$ cat src/rtl/pwm_gen.sv
// pwm_gen: free-running PWM, duty = compare / 2^WIDTH, glitch-free period-aligned updates
module pwm_gen #(
    parameter int WIDTH = 8
) (
    input  logic             clk,
    input  logic             rst,
    input  logic [WIDTH-1:0] compare,
    output logic             pwm
);
    logic [WIDTH-1:0] cnt_q, cnt_d;
    logic [WIDTH-1:0] duty_q, duty_d;
    logic             pwm_q, pwm_d;

    // next state: wrapping counter, shadow load on the last count, compare against the active duty
    always_comb begin
        cnt_d  = cnt_q + WIDTH'(1);
        duty_d = (&cnt_q) ? compare : duty_q;
        pwm_d  = cnt_q < duty_q;
    end

    // state registers; active-low asynchronous clear
    always_ff @(posedge clk or negedge rst) begin
        if (!rst) begin
            cnt_q  <= '0;
            duty_q <= '0;
            pwm_q  <= 1'b0;
        end else begin
            cnt_q  <= cnt_d;
            duty_q <= duty_d;
            pwm_q  <= pwm_d;
        end
    end

    assign pwm = pwm_q;
endmodule

$ cat config.mk
export PLATFORM = sky130hd
export DESIGN_NAME = pwm_gen
export DESIGN_NICKNAME = d
export VERILOG_FILES = /design/src/rtl/pwm_gen.sv
export SDC_FILE = /design/constraint.sdc
export NUM_CORES = 1
export LEC_CHECK = 0
export BUFFER_PORTS_ARGS = -buffer_cell sky130_fd_sc_hd__buf_2
export CORE_AREA = 8 8 73 63
export DETAILED_ROUTE_END_ITERATION = 10
export DIE_AREA = 0 0 81 71
export SYNTH_ARGS = -nofsm -noshare
export SYNTH_HDL_FRONTEND = slang
export SYNTH_SLANG_ARGS = --single-unit
$ cat constraint.sdc
create_clock -name clk -period 4 [get_ports clk]
set_input_delay 0.6 -clock clk [delete_from_list [all_inputs] [get_ports clk]]
set_output_delay 0.6 -clock clk [all_outputs]
set_load 0.02 [all_outputs]
==> flow_metrics.py, run 1 <==
metrics = {
    "outcome": {
        "status": "finished, final reports clean",
    },
    "global_routing": {
        "use_met3_pct": 3.29,
        "grt.total_usage_pct": 5.58,
        "grt_pass1_vias": 570,
        "grt_util_met1_pct": 6.82,
        "grt_most_used_layer": "met2",
        "grt_max_degree": 18,
        "gr-total-overflow": 0,
        "grt_pass1_wl_mm": 2.51,
        "antenna_found_initial": 0,
        "grt_util_met2_pct": 8.19,
    },
    "layout": {
        "antenna_cells": 0,
        "nets": 103,
        "drive_gt1_share_pct": 26.2,
        "final_common_cell": "dfrtp_1",
        "final_cell_area_um2": 968,
        "final_cell_mix": "dfrtp_1, inv_1, buf_2, mux2_2, ha_1",
        "syn_to_final_growth_pct": 18.3,
        "final_core_util_pct": 27.6,
    },
    "clocking": {
        "root_buffer": "clkbuf_8",
        "clkSlewWorstSetupHoldPaths_ns": 0.06,
        "clock_path_buffers": 2,
        "cts_resized": 0,
        "cts_hold_buf": 0,
        "cts_made_buffers": 3,
        "clock_latency_ns": 0.25,
        "cts_tree": "built",
        "post_cts_buffers": 0,
        "clock_sinks": 17,
        "h-tree-depth": 1,
    },
    "route": {
        "final_antenna_net_count": 0,
        "vias": 519,
        "vias_per_cell": 4.05,
        "first_pass_iters": 3,
        "drcViolationCount": 0,
        "wirelength_mm": 1.34,
        "drt_iter0_drc": 1,
        "post_drt_wl_per_cell_um": 10.4,
    },
    "sta": {
        "rsz0062_at_grt": "no",
        "drv_slew": 0,
        "setup_tns_ns": 0,
        "relSlewSlack_pct": 71.4,
        "fin_crit_ns": 1.70,
        "skew_ns": 0.000811,
        "period_share_pct": 42.4,
        "finalHoldViolCount": 0,
        "fmax_mhz": 590,
        "worstMarginPinSlew_ns": 0.427,
        "finalSetupViolations": 0,
    },
    "critical_path": {
        "critical_path_class": "flip-flop to flip-flop",
        "crit_required_ns": 4.13,
        "crit_path_end_kind": "flip-flop",
        "critPathLaunchType": "flip-flop",
        "cp_max_fo": 8,
        "worst_r2r_path_depth": 4,
        "crit_arrival_ns": 1.83,
    },
    "floorplan": {
        "io_pins": 11,
        "die_area_um2": 5750,
        "die_y_um": 71,
        "start_util_pct": 23.4,
        "rows": 20,
        "coreArea_um2": 3500,
        "die_w_um": 81,
    },
    "synth": {
        "synth_seq_area_share_pct": 52.0,
        "synth_seq_cells": 17,
        "avgSynthCellArea_um2": 11.7,
        "netlist_area_um2": 818,
        "postSynthCellCount": 70,
        "ys_types": 15,
        "yosys_warnings": 0,
        "syn-num-nets": 88,
    },
    "hold_path": {
        "holdCritPathClass": "primary input to asynchronous set/reset pin",
    },
    "power_and_ir_drop": {
        "p_leak_nw": 0.492,
        "pwr-share-comb_pct": 2.4,
        "peakVddDrop_mv": 0.186,
        "switching_share_pct": 18.9,
        "intPower_w": 0.000246,
        "power.share.clock_pct": 40.8,
        "powerDensity_nw_per_um2": 313,
        "switchingPower_w": 0.0000572,
        "p_seq_share_pct": 56.8,
    },
    "job": {
        "maxCapViolations": 0,
    },
    "place": {
        "dp_hpwl_mm": 1.11,
        "gp_congestion": 0.719,
        "io_buffers": 10,
        "dpl-instance-area_um2": 923,
    },
}
final cells by class:
type / instances / area, um^2
inverters: 10 / 37.5
clock buffers: 4 / 45.0
repair buffers: 10 / 50.0
flip-flops and latches: 17 / 425
multi-input cells: 43 / 355
well taps: 44 / 55.1
fillers: 388 / 2530
stage by stage:
step / std cells / power (W) / worst slack (ns) / hold WS, ns
finish: 128 / 0.000303 / 2.30 / 0.264
global route: 128 / 0.000321 / 2.17 / 0.282
CTS: 128 / 0.000310 / 2.28 / 0.277
detailed placement: 124 / 0.000183 / 2.28 / 0.492
global placement: 124 / 0.000183 / 2.35 / 0.479
floorplan: 70 / 0.000175 / 2.49 / 0.304
power by group through the flow:
stage / clock network [W] / logic [W] / registers (W)
final: 0.000123 / 0.00000740 / 0.000172
after global routing: 0.000140 / 0.00000861 / 0.000172
after CTS: 0.000130 / 0.00000797 / 0.000172
after detailed placement: 0 / 0.00000793 / 0.000175
after global placement: 0 / 0.00000755 / 0.000175
after floorplan: 0 / 0.0000000661 / 0.000175
final timing paths:
| kind | slack, ns | endpoint | startpoint |
|---|---|---|---|
| worst min-delay path | 0.26 | cnt_q[6]$_DFF_PN0_ | rst |
| worst max register to register | 2.30 | duty_q[4]$_DFFE_PN0P_ | cnt_q[0]$_DFF_PN0_ |
| min in group clk | 0.50 | duty_q[0]$_DFFE_PN0P_ | duty_q[0]$_DFFE_PN0P_ |
| worst min register to register | 0.50 | duty_q[0]$_DFFE_PN0P_ | duty_q[0]$_DFFE_PN0P_ |
| worst max-delay path | 2.30 | duty_q[4]$_DFFE_PN0P_ | cnt_q[0]$_DFF_PN0_ |
| max in group asynchronous | 3.47 | duty_q[0]$_DFFE_PN0P_ | rst |
worst max-delay path: stages, from the launching register on:
cell     delay, ns
dfrtp_1       0.41
ha_1          0.21
nand3_1       0.18
nor3_4        0.39
mux2_2        0.39
state kept, by name, summed over array words and instances (netlist names):
signal,cells
cnt_q,8
duty_q,8
pwm,1
cell usage after synthesis (all sizes together):
cell type  number  area [um^2]
a21oi           4         20.0
dfrtp          17          425
ha              8          100
inv            10         37.5
mux2            8         90.1
nand2           3         11.3
nand3           5         25.0
nand4           1         6.26
nor2            4         15.0
nor2b           1         6.26
nor3            1         16.3
o211ai          1         7.51
o21ai           1         5.00
xnor2           3         26.3
xor2            3         26.3
kinds of logic (layout without fill, tap and decap cells):
| family | after synthesis | count (layout) | share of synthesized area (%) |
|---|---|---|---|
| muxes | 8 | 8 | 11.0 |
| adders and majority gates | 8 | 8 | 12.2 |
| and+or+nand+nor | 15 | 15 | 9.79 |
| xor gates and xnor gates | 6 | 6 | 6.42 |
| DFF | 17 | 17 | 52.0 |
| buffers and inverters | 10 | 24 | 4.59 |
| AOI/OAI and AO/OA | 6 | 6 | 3.98 |
metal layers:
layer / up-vias / wire length (um)
met5: - / 0
met4: 0 / 13
met3: 4 / 78
met2: 9 / 605
met1: 245 / 639
li1: 261 / -
(Power assumes the default switching activity.)
==> run 2: changes to the inputs <==
clock period = 1.6 ns   (was 4 ns; I/O delays follow)
==> run 2 against run 1 <==
  * Non-clock buffer count rose by 5
  * Highest routed layer unchanged
  * Global-route usage increased by 0.47 points
  * Wire length increased by 7.3%
  * Register-to-register slack worse by 2.2 ns
  * First-iteration DRC count increased to 20 times the previous value
  * Largest cell class unchanged
  * Combinational power rose to 2.7 times the previous value
==> flow_metrics.py, run 2 (synthesis results as in run 1) <==
metrics = {
    "outcome": {
        "status": "finished, final reports clean",
    },
    "sta": {
        "skew_ns": 0.00218,
        "drv_slew": 0,
        "relSlewSlack_pct": 74.6,
        "fmax_mhz": 677,
        "hold-worst-slack_ns": 0.218,
        "finalHoldViolCount": 0,
        "setup_slack_ns": 0.122,
        "rsz0062_at_grt": "no",
        "fin_crit_ns": 1.48,
        "setup_tns_ns": 0,
        "period_share_pct": 92.4,
        "finalSetupViolations": 0,
        "worstMarginPinSlew_ns": 0.380,
    },
    "job": {
        "maxCapViolations": 0,
    },
    "place": {
        "place_ws_ns": 0.0814,
        "io_buffers": 10,
        "dp_hpwl_mm": 1.15,
        "gp_congestion": 0.737,
        "dpl-instance-area_um2": 958,
    },
    "critical_path": {
        "worst_r2r_path_depth": 5,
        "crit_path_end_kind": "flip-flop",
        "crit_required_ns": 1.74,
        "crit_arrival_ns": 1.61,
        "rr_endpoint": "duty_q[1]$_DFFE_PN0P_",
        "timing.rr.start": "cnt_q[1]$_DFF_PN0_",
        "critPathLaunchType": "flip-flop",
        "critical_path_class": "flip-flop to flip-flop",
        "reg2reg_slack_ns": 0.12,
        "crit_path_end": "duty_q[1]$_DFFE_PN0P_",
        "crit_start": "cnt_q[1]$_DFF_PN0_",
        "cp_max_fo": 8,
    },
    "power_and_ir_drop": {
        "p_seq_share_pct": 56.6,
        "switching_share_pct": 18.9,
        "powerDensity_nw_per_um2": 744,
        "peakVddDrop_mv": 0.406,
        "power.share.clock_pct": 40.7,
        "switchingPower_w": 0.000143,
        "pwr-share-comb_pct": 2.7,
        "p_leak_nw": 0.518,
        "intPower_w": 0.000616,
    },
    "global_routing": {
        "grt.total_usage_pct": 6.05,
        "grt_max_degree": 18,
        "grt_pass1_vias": 604,
        "antenna_found_initial": 0,
        "grt_pass1_wl_mm": 2.71,
        "gr-total-overflow": 0,
    },
    "clocking": {
        "clock_path_buffers": 2,
        "clkSlewWorstSetupHoldPaths_ns": 0.06,
        "cts_resized": 0,
        "cts_tree": "built",
        "clock_latency_ns": 0.25,
        "clock_sinks": 17,
        "h-tree-depth": 1,
        "cts_made_buffers": 3,
        "root_buffer": "clkbuf_8",
    },
    "layout": {
        "syn_to_final_growth_pct": 24.8,
        "multi_input_area_um2": 355,
        "fillCellCount": 385,
        "antenna_cells": 0,
        "drive_gt1_share_pct": 29.2,
        "final_cell_mix": "dfrtp_1, inv_1, buf_2, mux2_2, ha_1",
        "regArea_um2": 425,
        "final_cell_area_um2": 1020,
        "nets": 108,
        "final_common_cell": "dfrtp_1",
    },
    "floorplan": {
        "die_y_um": 71,
        "io_pins": 11,
        "start_util_pct": 23.4,
        "die_w_um": 81,
        "die_area_um2": 5750,
        "rows": 20,
        "coreArea_um2": 3500,
    },
    "route": {
        "drt_iter0_drc": 20,
        "final_antenna_net_count": 0,
        "post_drt_wl_per_cell_um": 10.8,
        "first_pass_iters": 4,
        "drcViolationCount": 0,
        "wirelength_mm": 1.43,
        "vias_per_cell": 3.98,
        "vias": 530,
    },
    "hold_path": {
        "holdCritPathClass": "primary input to flip-flop",
    },
}
-- run 2: power groups by stage --
stage / Sequential (W) / Clock, W / Combinational [W]
after floorplan: 0.000438 / 0 / 0.000000165
after global placement: 0.000438 / 0 / 0.0000189
after detailed placement: 0.000438 / 0 / 0.0000197
after CTS: 0.000430 / 0.000327 / 0.0000217
after global routing: 0.000429 / 0.000349 / 0.0000233
final: 0.000430 / 0.000309 / 0.0000202
-- run 2: how the worst min path moves through the flow --
| stage | slack, ns | start | cells past startpoint | to |
|---|---|---|---|---|
| final | 0.22 | compare[3] | 2 | duty_q[3]$_DFFE_PN0P_ |
| after global routing | 0.21 | compare[3] | 2 | duty_q[3]$_DFFE_PN0P_ |
| after CTS | 0.21 | compare[3] | 2 | duty_q[3]$_DFFE_PN0P_ |
| after detailed placement | 0.19 | rst | 1 | cnt_q[4]$_DFF_PN0_ |
| after global placement | 0.18 | rst | 1 | cnt_q[6]$_DFF_PN0_ |
| after floorplan | -0.06 | rst | 0 | cnt_q[0]$_DFF_PN0_ |
-- run 2: metrics by stage --
step	total power (W)	std cells	utilization (%)
after global routing	0.000802	133	29.1
after global placement	0.000457	127	27.4
after detailed placement	0.000457	127	27.4
final	0.000759	133	29.1
after CTS	0.000779	132	28.9
after floorplan	0.000438	70	-
-- run 2: routing by layer --
layer / track usage, % / vias up / wire length [um]
li1: - / 271 / -
met1: 7.20 / 247 / 673
met2: 8.63 / 9 / 648
met3: 3.67 / 3 / 99
met4: 2.18 / 0 / 12
met5: 0 / - / 0
-- run 2: layout make-up --
class                   instances  share of cell area, %
flip-flops and latches         17                   41.7
clock buffers                   4                   4.41
repair buffers                 15                   10.0
well taps                      44                   5.39
inverters                      10                   3.68
multi-input cells              43                   34.8
-- run 2: worst max-delay path: stages, from the launching register on --
cell     delay, ns
dfrtp_1       0.38
ha_1          0.19
nand3_1       0.14
nor3_4        0.18
buf_12        0.15
mux2_2        0.32
-- run 2: what timing repair did --
| item | 4_1_cts | 5_1_grt |
|---|---|---|
| endpoints found under the setup margin | 0 | 5 |
| buffers inserted | 0 | 1 |
| endpoints found under the hold margin | 17 | 0 |
| hold buffers | 1 | 0 |
==> run 3: changes to the inputs <==
PLACE_DENSITY = 0.51   (was default)
==> run 3 against run 2 <==
  * Sequential power hardly changed
  * Critical endpoint is now duty_q[0]$_DFFE_PN0P_
  * Sequential share of layout area is 0.21 points higher
  * Clock power is 2% higher
  * Critical path depth stayed put
  * Combinational power hardly changed
  * Register-to-register slack worse by 0.02 ns
  * Highest routed layer unchanged
  * Worst setup slack worse by 0.025 ns
  * Clock skew is 0.00094 ns higher
  * Via count is 0.38% lower
  * Non-clock buffer count is 1 higher
  * Hold slack better by 0.0029 ns
==> flow_metrics.py, run 3 (synthesis results as in run 1) <==
metrics = {
    "critical_path": {
        "crit_slowest_cell": "dfrtp_1",
        "critPathMaxStageDelay_ns": 0.38,
        "cp_max_fo": 8,
        "crit_arrival_ns": 1.64,
        "critPathLaunchType": "flip-flop",
        "worst_r2r_path_depth": 5,
        "path_buf_inv": 1,
        "crit_family": "flip-flops",
        "path_cells": "ha_1, nand3_1, nor3_4, buf_4, mux2_2",
        "path_depth": 5,
        "crit_path_end_kind": "flip-flop",
        "reg2reg_slack_ns": 0.1,
        "crit_required_ns": 1.73,
        "critical_path_class": "flip-flop to flip-flop",
    },
    "floorplan": {
        "start_util_pct": 23.4,
        "die_w_um": 81,
        "die_area_um2": 5750,
        "rows": 20,
        "coreArea_um2": 3500,
        "die_y_um": 71,
        "io_pins": 11,
    },
    "clocking": {
        "clock_latency_ns": 0.25,
        "cts_resized": 0,
        "cts_made_buffers": 3,
        "clock_sinks": 17,
        "clock_path_buffers": 2,
        "root_buffer": "clkbuf_8",
        "h-tree-depth": 1,
        "clkSlewWorstSetupHoldPaths_ns": 0.06,
        "cts_tree": "built",
    },
    "global_routing": {
        "antenna_found_initial": 0,
        "gr-total-overflow": 0,
        "grt_pass1_vias": 607,
        "grt.total_usage_pct": 6.08,
        "grt_pass1_wl_mm": 2.78,
        "grt_max_degree": 18,
    },
    "power_and_ir_drop": {
        "peakVddDrop_mv": 0.446,
        "powerDensity_nw_per_um2": 752,
        "p_total_w": 0.000764,
        "p_leak_nw": 0.521,
    },
    "route": {
        "vias_per_cell": 3.94,
        "first_pass_iters": 4,
        "vias": 528,
        "final_antenna_net_count": 0,
        "drt_iter0_drc": 35,
        "wirelength_mm": 1.49,
        "drcViolationCount": 0,
        "post_drt_wl_per_cell_um": 11.1,
    },
    "sta": {
        "finalHoldViolCount": 0,
        "fmax_mhz": 665,
        "setup_slack_ns": 0.0973,
        "finalSetupViolations": 0,
        "hold-worst-slack_ns": 0.221,
        "fin_crit_ns": 1.50,
        "drv_slew": 0,
        "skew_ns": 0.00312,
        "relSlewSlack_pct": 74.8,
        "period_share_pct": 93.9,
        "worstMarginPinSlew_ns": 0.378,
    },
    "job": {
        "maxCapViolations": 0,
    },
    "outcome": {
        "status": "finished, final reports clean",
    },
    "layout": {
        "final_common_cell": "dfrtp_1",
        "multi_input_area_um2": 355,
        "final_cell_mix": "dfrtp_1, inv_1, buf_2, mux2_2, ha_1",
        "syn_to_final_growth_pct": 24.2,
        "stdcell_count": 134,
        "fillCellCount": 375,
        "regArea_um2": 425,
        "antenna_cells": 0,
        "drive_gt1_share_pct": 30.0,
        "final_core_util_pct": 29.0,
        "nets": 109,
    },
    "place": {
        "place_ws_ns": 0.0649,
        "dp_cells": 127,
        "io_buffers": 10,
        "gp_congestion": 0.768,
        "dp_hpwl_mm": 1.18,
    },
    "hold_path": {
        "holdPathStages": 2,
        "holdCritPathClass": "primary input to flip-flop",
    },
}
-- run 3: path summary, 6_finish.rpt --
| path | startpoint | end |
|---|---|---|
| max | cnt_q[1]$_DFF_PN0_ | duty_q[0]$_DFFE_PN0P_ |
| min | compare[4] | duty_q[4]$_DFFE_PN0P_ |
| max reg2reg | cnt_q[1]$_DFF_PN0_ | duty_q[0]$_DFFE_PN0P_ |
| min reg2reg | duty_q[7]$_DFFE_PN0P_ | duty_q[7]$_DFFE_PN0P_ |
| max in group asynchronous | rst | cnt_q[7]$_DFF_PN0_ |
| min in group asynchronous | rst | cnt_q[6]$_DFF_PN0_ |
-- run 3: stage by stage --
step                setup TNS, ns  instance area (um^2)
floorplan                       0                   818
global placement                0                   946
detailed placement              0                   946
CTS                             0                  1000
global route             -0.00184                  1020
finish                          0                  1020
-- run 3: per-layer routing --
layer	track usage [%]	up-vias	share of wire (%)	wire length, um
li1	-	270	-	-
met1	7.50	248	47	703
met2	9.07	8	48	708
met3	2.53	2	3.6	54
met4	2.38	0	1.3	19
met5	0	-	0	0
-- run 3: what timing repair did --
action                     in CTS  in global routing
hold buffers                    1                  0
setup endpoints to repair       0                  8
setup buffers                   0                  2
hold endpoints to repair       17                  0
-- run 3: cell type report --
type | count | area share (%)
well taps | 44 | 5.42
multi-input cells | 43 | 35.0
clock buffers | 4 | 4.43
repair buffers | 16 | 9.61
inverters | 10 | 3.69
flip-flops and latches | 17 | 41.9
-- run 3: report_power, final --
| part | switching [W] | total, W | internal, W |
|---|---|---|---|
| logic | 0.0000108 | 0.0000201 | 0.00000932 |
| clock network | 0.000137 | 0.000314 | 0.000176 |
| registers | 0 | 0.000430 | 0.000430 |
-- run 3: worst register-to-register path, delay by kind of cell (launching register included) --
kind	cells	cell delay [ns]
buf+inv	1	0.19
fa+ha+maj	1	0.20
simple gates	2	0.27
flops	1	0.38
mux	1	0.34
